## src/rtl/timer_pkg.sv

```systemverilog
// Shared types and helpers for the timer block: FSM state encoding and the
// counter width calculation used by both the top and the counter sub-module.
package timer_pkg;

    typedef enum logic [1:0] {
        IDLE = 2'd0,
        BOOT = 2'd1,
        RUN  = 2'd2
    } state_t;

    // Counter must hold the larger of the cold-boot length and the frame length.
    function automatic int cnt_width(input int cold, input int full);
        int m;
        m = (cold > full) ? cold : full;
        return $clog2(m + 1);
    endfunction

endpackage

```

## src/rtl/timer_counter.sv

```systemverilog
// Up-counter for the timer: synchronous clear, load-to-1 and increment, with
// a terminal-count compare against a caller-supplied limit. The combinational
// next value is exported so the owner can register outputs derived from it.
module timer_counter #(
    parameter int W = 5
) (
    input  logic         clk,
    input  logic         clear,
    input  logic         load_one,
    input  logic         inc,
    input  logic [W-1:0] limit,
    output logic [W-1:0] count_next,
    output logic         at_limit
);

    logic [W-1:0] count;

    // Next-value selection: clear wins over load, load wins over increment.
    always_comb begin
        count_next = count;
        if (clear) begin
            count_next = '0;
        end else if (load_one) begin
            count_next = W'(1);
        end else if (inc) begin
            count_next = count + W'(1);
        end
    end

    // Count register; reset arrives through the clear input.
    always_ff @(posedge clk) begin
        count <= count_next;
    end

    assign at_limit = (count == limit);

endmodule

```

## src/rtl/timer.sv

```systemverilog
// Enable-gated periodic waveform generator: after en rises, o stays low for
// COLD_BOOT_CYCLE cycles, then repeats a frame of FULL_CYCLE cycles whose first
// OUTPUT_UP_PERIOD cycles are high. Dropping en restarts from a full cold boot.
// Optional build macro TIMER_PERIOD_COUNT_EN adds a saturating 16-bit count of
// completed RUN frames on period_cnt.
module timer
    import timer_pkg::*;
#(
    parameter int COLD_BOOT_CYCLE  = 20,
    parameter int FULL_CYCLE       = 23,
    parameter int OUTPUT_UP_PERIOD = 16
) (
    input  logic        clk,
    input  logic        rst,
    input  logic        en,
    output logic        o
`ifdef TIMER_PERIOD_COUNT_EN
    ,
    output logic [15:0] period_cnt
`endif
);

    localparam int W = cnt_width(COLD_BOOT_CYCLE, FULL_CYCLE);
    localparam logic [W-1:0] C_W = W'(COLD_BOOT_CYCLE);
    localparam logic [W-1:0] F_W = W'(FULL_CYCLE);
    localparam logic [W-1:0] U_W = W'(OUTPUT_UP_PERIOD);

    if ((FULL_CYCLE <= OUTPUT_UP_PERIOD) || (OUTPUT_UP_PERIOD < 1) || (COLD_BOOT_CYCLE < 0)) begin : g_bad_params
        $error("timer: illegal parameters (need FULL_CYCLE > OUTPUT_UP_PERIOD >= 1, COLD_BOOT_CYCLE >= 0)");
    end

    state_t       state;
    state_t       state_next;
    logic         cnt_clear;
    logic         cnt_load;
    logic         cnt_inc;
    logic [W-1:0] limit;
    logic [W-1:0] count_next;
    logic         at_limit;
    logic         o_next;

    // The counter ends a BOOT phase at the cold-boot length and a frame at the frame length.
    assign limit = (state == RUN) ? F_W : C_W;

    timer_counter #(
        .W(W)
    ) u_counter (
        .clk       (clk),
        .clear     (cnt_clear),
        .load_one  (cnt_load),
        .inc       (cnt_inc),
        .limit     (limit),
        .count_next(count_next),
        .at_limit  (at_limit)
    );

    // Next-state and counter commands; reset and a low enable both fall back to IDLE.
    always_comb begin
        state_next = state;
        cnt_clear  = 1'b0;
        cnt_load   = 1'b0;
        cnt_inc    = 1'b0;
        if (!rst) begin
            state_next = IDLE;
            cnt_clear  = 1'b1;
        end else begin
            case (state)
                IDLE: begin
                    if (en) begin
                        cnt_load   = 1'b1;
                        state_next = (COLD_BOOT_CYCLE == 0) ? RUN : BOOT;
                    end else begin
                        cnt_clear = 1'b1;
                    end
                end
                BOOT: begin
                    if (!en) begin
                        state_next = IDLE;
                        cnt_clear  = 1'b1;
                    end else if (at_limit) begin
                        state_next = RUN;
                        cnt_load   = 1'b1;
                    end else begin
                        cnt_inc = 1'b1;
                    end
                end
                RUN: begin
                    if (!en) begin
                        state_next = IDLE;
                        cnt_clear  = 1'b1;
                    end else if (at_limit) begin
                        cnt_load = 1'b1;
                    end else begin
                        cnt_inc = 1'b1;
                    end
                end
                default: begin
                    state_next = IDLE;
                    cnt_clear  = 1'b1;
                end
            endcase
        end
    end

    // Output is high for the leading part of each frame, judged on the counter value being loaded.
    assign o_next = (state_next == RUN) && (count_next <= U_W);

    // State and output registers.
    always_ff @(posedge clk) begin
        if (!rst) begin
            state <= IDLE;
            o     <= 1'b0;
        end else begin
            state <= state_next;
            o     <= o_next;
        end
    end

`ifdef TIMER_PERIOD_COUNT_EN
    logic frame_wrap;

    assign frame_wrap = rst && en && (state == RUN) && at_limit;

    // Completed-frame counter: saturates, and clears whenever the FSM heads back to IDLE.
    always_ff @(posedge clk) begin
        if (!rst || (state_next == IDLE)) begin
            period_cnt <= 16'd0;
        end else if (frame_wrap && (period_cnt != 16'hFFFF)) begin
            period_cnt <= period_cnt + 16'd1;
        end
    end
`endif

endmodule

```

## config.mk

```make
export PLATFORM = sky130hd
export DESIGN_NAME = timer
export DESIGN_NICKNAME = d
export VERILOG_FILES = /design/src/rtl/timer_pkg.sv /design/src/rtl/timer_counter.sv /design/src/rtl/timer.sv
export SDC_FILE = /design/constraint.sdc
export NUM_CORES = 1
export LEC_CHECK = 0
export CORE_UTILIZATION = 40
export DETAILED_ROUTE_END_ITERATION = 12
export GPL_ROUTABILITY_DRIVEN = 0
export HOLD_SLACK_MARGIN = 0.1
export MAX_ROUTING_LAYER = met4
export SETUP_SLACK_MARGIN = 0.5
export SYNTH_ARGS = -nofsm -noshare
export SYNTH_HDL_FRONTEND = slang
export SYNTH_SLANG_ARGS = --single-unit
```

## constraint.sdc

```tcl
create_clock -name clk -period 3.6 [get_ports clk]
set_clock_uncertainty 0.1 [all_clocks]
set_input_delay 0.54 -clock clk [delete_from_list [all_inputs] [get_ports clk]]
set_output_delay 0.54 -clock clk [all_outputs]
set_load 0.05 [all_outputs]
```

### Word level (Yosys, flattened, before mapping)

Index checks and enable logic that the tools add are counted.

* bits in registers: 8
* output and inout port bits: 1

* add/subtract/negate cells: 1
* $lt $le $gt $ge: 1
* equality and inequality tests: 4
* multiplexer cells: 22
* reduce and logical (&&, ||, !) cells: 4

Operators with widths (number)
* $mux W5: 3
* $mux W2: 6
* $mux W1: 11
* $pmux W2 S3: 1
* $add A5 B1 Y5 const B: 1
* $eq A5 B5 Y1: 1
* $le A5 B5 Y1 const B: 1
* $eq A2 B2 Y1 const B: 2
* $reduce_or A3 Y1: 1
* $eq A2 B1 Y1 const B: 1
* $logic_not A2 Y1: 1
* $pmux W1 S2: 1
* $reduce_or A2 Y1: 1
* $logic_and A1 B1 Y1: 1

### Logic depth before layout (Yosys ltp)

* depth in word-level cells: 12
* depth in mapped cells: 7
* mapped depth without buffers: 7

### Cells and area by module

Synthesis repeated with hierarchy kept, for this count alone.

* cells, all modules: 54
* area total of the unflattened synthesis: 493.0 um^2

Modules (own cells, without submodules)
* timer_counter: times used 1, cells an instance 27, area each 255.2 um^2, seq. area each 100.1 um^2
* timer: times used 1, cells an instance 27, area each 237.7 um^2, seq. area each 60.1 um^2

### Worst setup path before layout

No wires, ideal clock.

* kind: reg-to-reg
* start: reg state[0]
* end: reg o
* setup time: 0.122 ns
* data arrival time: 1.862 ns
* data required time: 3.378 ns
* path slack: 1.516 ns
* stages on the path, launching flop included: 8
* buffers on the path: 0
* period minus slack after synthesis: 2.084 ns
* cells stage by stage: dfxtp_1 > inv_2 > ha_1 > or3_4 > a21o_1 > a41o_1 > nor4b_4 > o311a_1

* word-level cells in the longest chain between the ends: 12
* elaborated cells between the ends (all ways): 29
* classes of those cells: 1 x order compare; 4 x eq/ne; 20 x mux; 4 x reduce/logical

RTL lines
* start: declaration: RTL line timer.sv:32 `state_t state;`
* start signal: assignment: RTL line timer.sv:114 `state <= state_next;`
* $eq A2 B2 Y1: RTL line timer.sv:43, timer.sv:67
* $mux W2: RTL line timer.sv:43 `assign limit = (state == RUN) ? F_W : C_W;`
* $eq A5 B5 Y1: RTL line timer_counter.sv:35 `assign at_limit = (count == limit);`
* $mux W1: RTL line timer.sv:80, timer.sv:91
* $mux W1: RTL line timer.sv:77 `if (!en) begin`
* $mux W1
* $mux W1: RTL line timer.sv:63 `if (!rst) begin`
* $mux W5: RTL line timer_counter.sv:25 `end else if (inc) begin`
* $mux W5: RTL line timer_counter.sv:23 `end else if (load_one) begin`
* $mux W5: RTL line timer_counter.sv:21 `if (clear) begin`
* $le A5 B5 Y1: RTL line timer.sv:106 `assign o_next = (state_next == RUN) && (count_next <= U_W);`
* $logic_and A1 B1 Y1 (*): RTL line timer.sv:106
* end signal: assignment: RTL line timer.sv:115 `o <= o_next;`
* end: declaration: RTL line timer.sv:16 `output logic o`

Mark *: on every way between the ends. The rest lies on a longest branch, timed or not.
A chain may end at the register's enable or synchronous reset.

### Final worst setup path

Same ends and word-level chain as after synthesis.

==> results.ini <==
[clock_tree]
root_buffer=clkbuf_4
cts_setup_buffers=0
ctsResizeCount=0
numCtsBuffers=3
clk_latency_ns=0.26
cts_tree=built
clock_sinks=8
clockBufferDepth=2
clk_pin_slew_ns=0.06
hold_buffers=0
htree_levels=1

[worst_setup_path]
crit_slowest_cell=or3_4
worstPathArrival_ns=2.30
worst_setup_path_start_kind=register
critPathBufInv=1
required_ns=3.66
path_cells=inv_2 > ha_1 > or3_4 > a21o_1 > a41o_1 > nor4b_4 > o311a_1
critPathTopFamily=compound AO/OA/AOI/OAI gates
critPathKind=reg -> reg
critical_path.endpoint_type=register
critPathMaxStageDelay_ns=0.43
path_max_fanout=4

[synth]
syn_area_um2=522
synth_cells=58
yosys.area_share.adder_pct=12.0
synth_compound_area_share_pct=26.4
avgSynthCellArea_um2=9.00
ys_ff_latch=8
synth_top_family_by_area=simple AND/OR/NAND/NOR gates
synth_xor_area_share_pct=1.68
synth_edf_count=0
synth.yosys.warnings=0
ys_types=31
syn_nets=66
synthSimpleGateAreaFrac_pct=26.4
synth-async-reset-ratio_pct=0
ys_seq_area_share_pct=30.7
synth_mux_area_share_pct=0
ys.flop_type=dfxtp_1

[route]
via_count=464
drt_iter0_markers=21
finalWirelength_um=1150
viasPerCell=5.95
ant_nets=0
drt-pass1-iter-count=4
wl_per_cell_um=14.7
drc=0

[global_route]
grt_max_degree=9
grt_pass1_vias=417
antenna_found_initial=0
grt_usage_pct=19.2
grt-ovfl-total=0
grt_first_pass_wirelength_um=1790

[floorplanning]
initial_utilization_pct=45.1
dieArea_um2=1450
core_um2=1160
die_w_um=38.1
die_h_um=38.1
row_count=12
io_pins=4

[sta]
period_share_pct=62.3
final.setup.tns_ns=0
relSlewSlack_pct=66.2
period_needed_ns=2.24
hold_viol_final=0
slew_violations=0
setup_viol=0
worst_pin_slew_ns=0.505
rsz0062_at_grt=no
fmaxAchievable_mhz=446
setup_ws_ns=1.36

[final_layout]
drive_gt1_share_pct=10.9
nets=74
fillers=112
diodes=0
area_growth_syn_to_layout_pct=13.4

[outcome]
outcome=complete, no violations

[min_path]
hold_path_class=reg -> reg

[power_and_ir_drop]
power_leakage_uw=0.000220
power.density_nw_per_um2=324
ir_drop_mv=0.151

[place]
dp_slack_ns=1.19
dp_hpwl_um=846
io_buffers=3

[flow_run]
cap_violations=0

final cells by class:
class	instances	area, µm²	area share, %
Multi-Input combinational cell	46	347	58.6
Sequential cell	8	160	27.1
Timing Repair Buffer	3	30.0	5.07
Clock buffer	3	22.5	3.81
Tap cell	14	17.5	2.96
Inverter	4	15.0	2.54
through the flow:
stage,hold slack (ns),area (µm²),total power [µW],util [%],cells
6_report,0.481,592,192,51.2,78
5_1_grt,0.548,592,202,51.2,78
4_1_cts,0.493,592,196,51.2,78
3_5_place_dp,0.475,569,122,49.2,75
3_3_place_gp,0.474,569,122,49.2,75
2_1_floorplan,0.427,522,114,-,58
layout by cell type (no fill, tap or decap), types with 2 or more instances in the layout:
| cell type | synthesis | layout |
|---|---|---|
| o21ai_1 | 2 | 2 |
| nor2_1 | 6 | 6 |
| a21oi_1 | 3 | 3 |
| clkdlybuf4s50_1 | 0 | 3 |
| o21ai_0 | 2 | 2 |
| inv_1 | 3 | 3 |
| ha_1 | 5 | 5 |
| nand3_1 | 2 | 2 |
| nor2b_1 | 2 | 2 |
| nand2_1 | 3 | 3 |
| dfxtp_1 | 8 | 8 |
| clkbuf_4 | 0 | 3 |
| a32oi_1 | 2 | 2 |
cell families after synthesis:
kind of cell,count (synthesis)
AND/OR/NAND/NOR,21
adder cells (fa/ha/maj),5
AO/OA/AOI/OAI,19
flip-flops,8
XOR/XNOR,1
buffers and inverters,4
worst paths after layout:
| check | depth (start not counted) | slack, ns | start | endpoint |
|---|---|---|---|---|
| max reg2reg | 7 | 1.36 | state[0] | o |
| max | 7 | 1.36 | state[0] | o |
| min | 2 | 0.48 | u_counter.count[4] | u_counter.count[4] |
| min reg2reg | 2 | 0.48 | u_counter.count[4] | u_counter.count[4] |
metal layers:
metal  up-vias  routed length (µm)  global-route usage, %
li1        239                   -                      -
met2        12                 495                   31.4
met1       211                 568                   20.8
met4         0                   8                   2.68
met5         -                   0                      -
met3         2                  74                   10.5
where the power goes:
part           total (µW)  internal [µW]  switching (µW)  leakage (µW)
Combinational        27.1           12.5            14.6      0.000141
Clock                71.5           38.3            33.2     0.0000138
Sequential           93.1           90.4            2.75     0.0000649
worst register-to-register path, stage by stage, from the launching register on:
cell and delay [ns]:
dfxtp_1 0.39, inv_2 0.06, ha_1 0.26, or3_4 0.43, a21o_1 0.22, a41o_1 0.27
nor4b_4 0.13, o311a_1 0.28
registers in the layout, indices dropped and copies added (netlist names):
signal / cells
u_counter.count: 5
state: 2
o: 1
synthesized netlist by cell type (all sizes together), types with 2 or more instances:
| cell type | n | area, µm² |
|---|---|---|
| ha | 5 | 62.6 |
| inv | 4 | 15.0 |
| nor2b | 2 | 12.5 |
| dfxtp | 8 | 160 |
| nor2 | 6 | 22.5 |
| nand2 | 3 | 11.3 |
| a32oi | 2 | 17.5 |
| o21ai | 4 | 20.0 |
| nor3b | 2 | 20.0 |
| a21oi | 3 | 15.0 |
| nand3 | 2 | 10.0 |
Power figures use the tool's default switching activity.
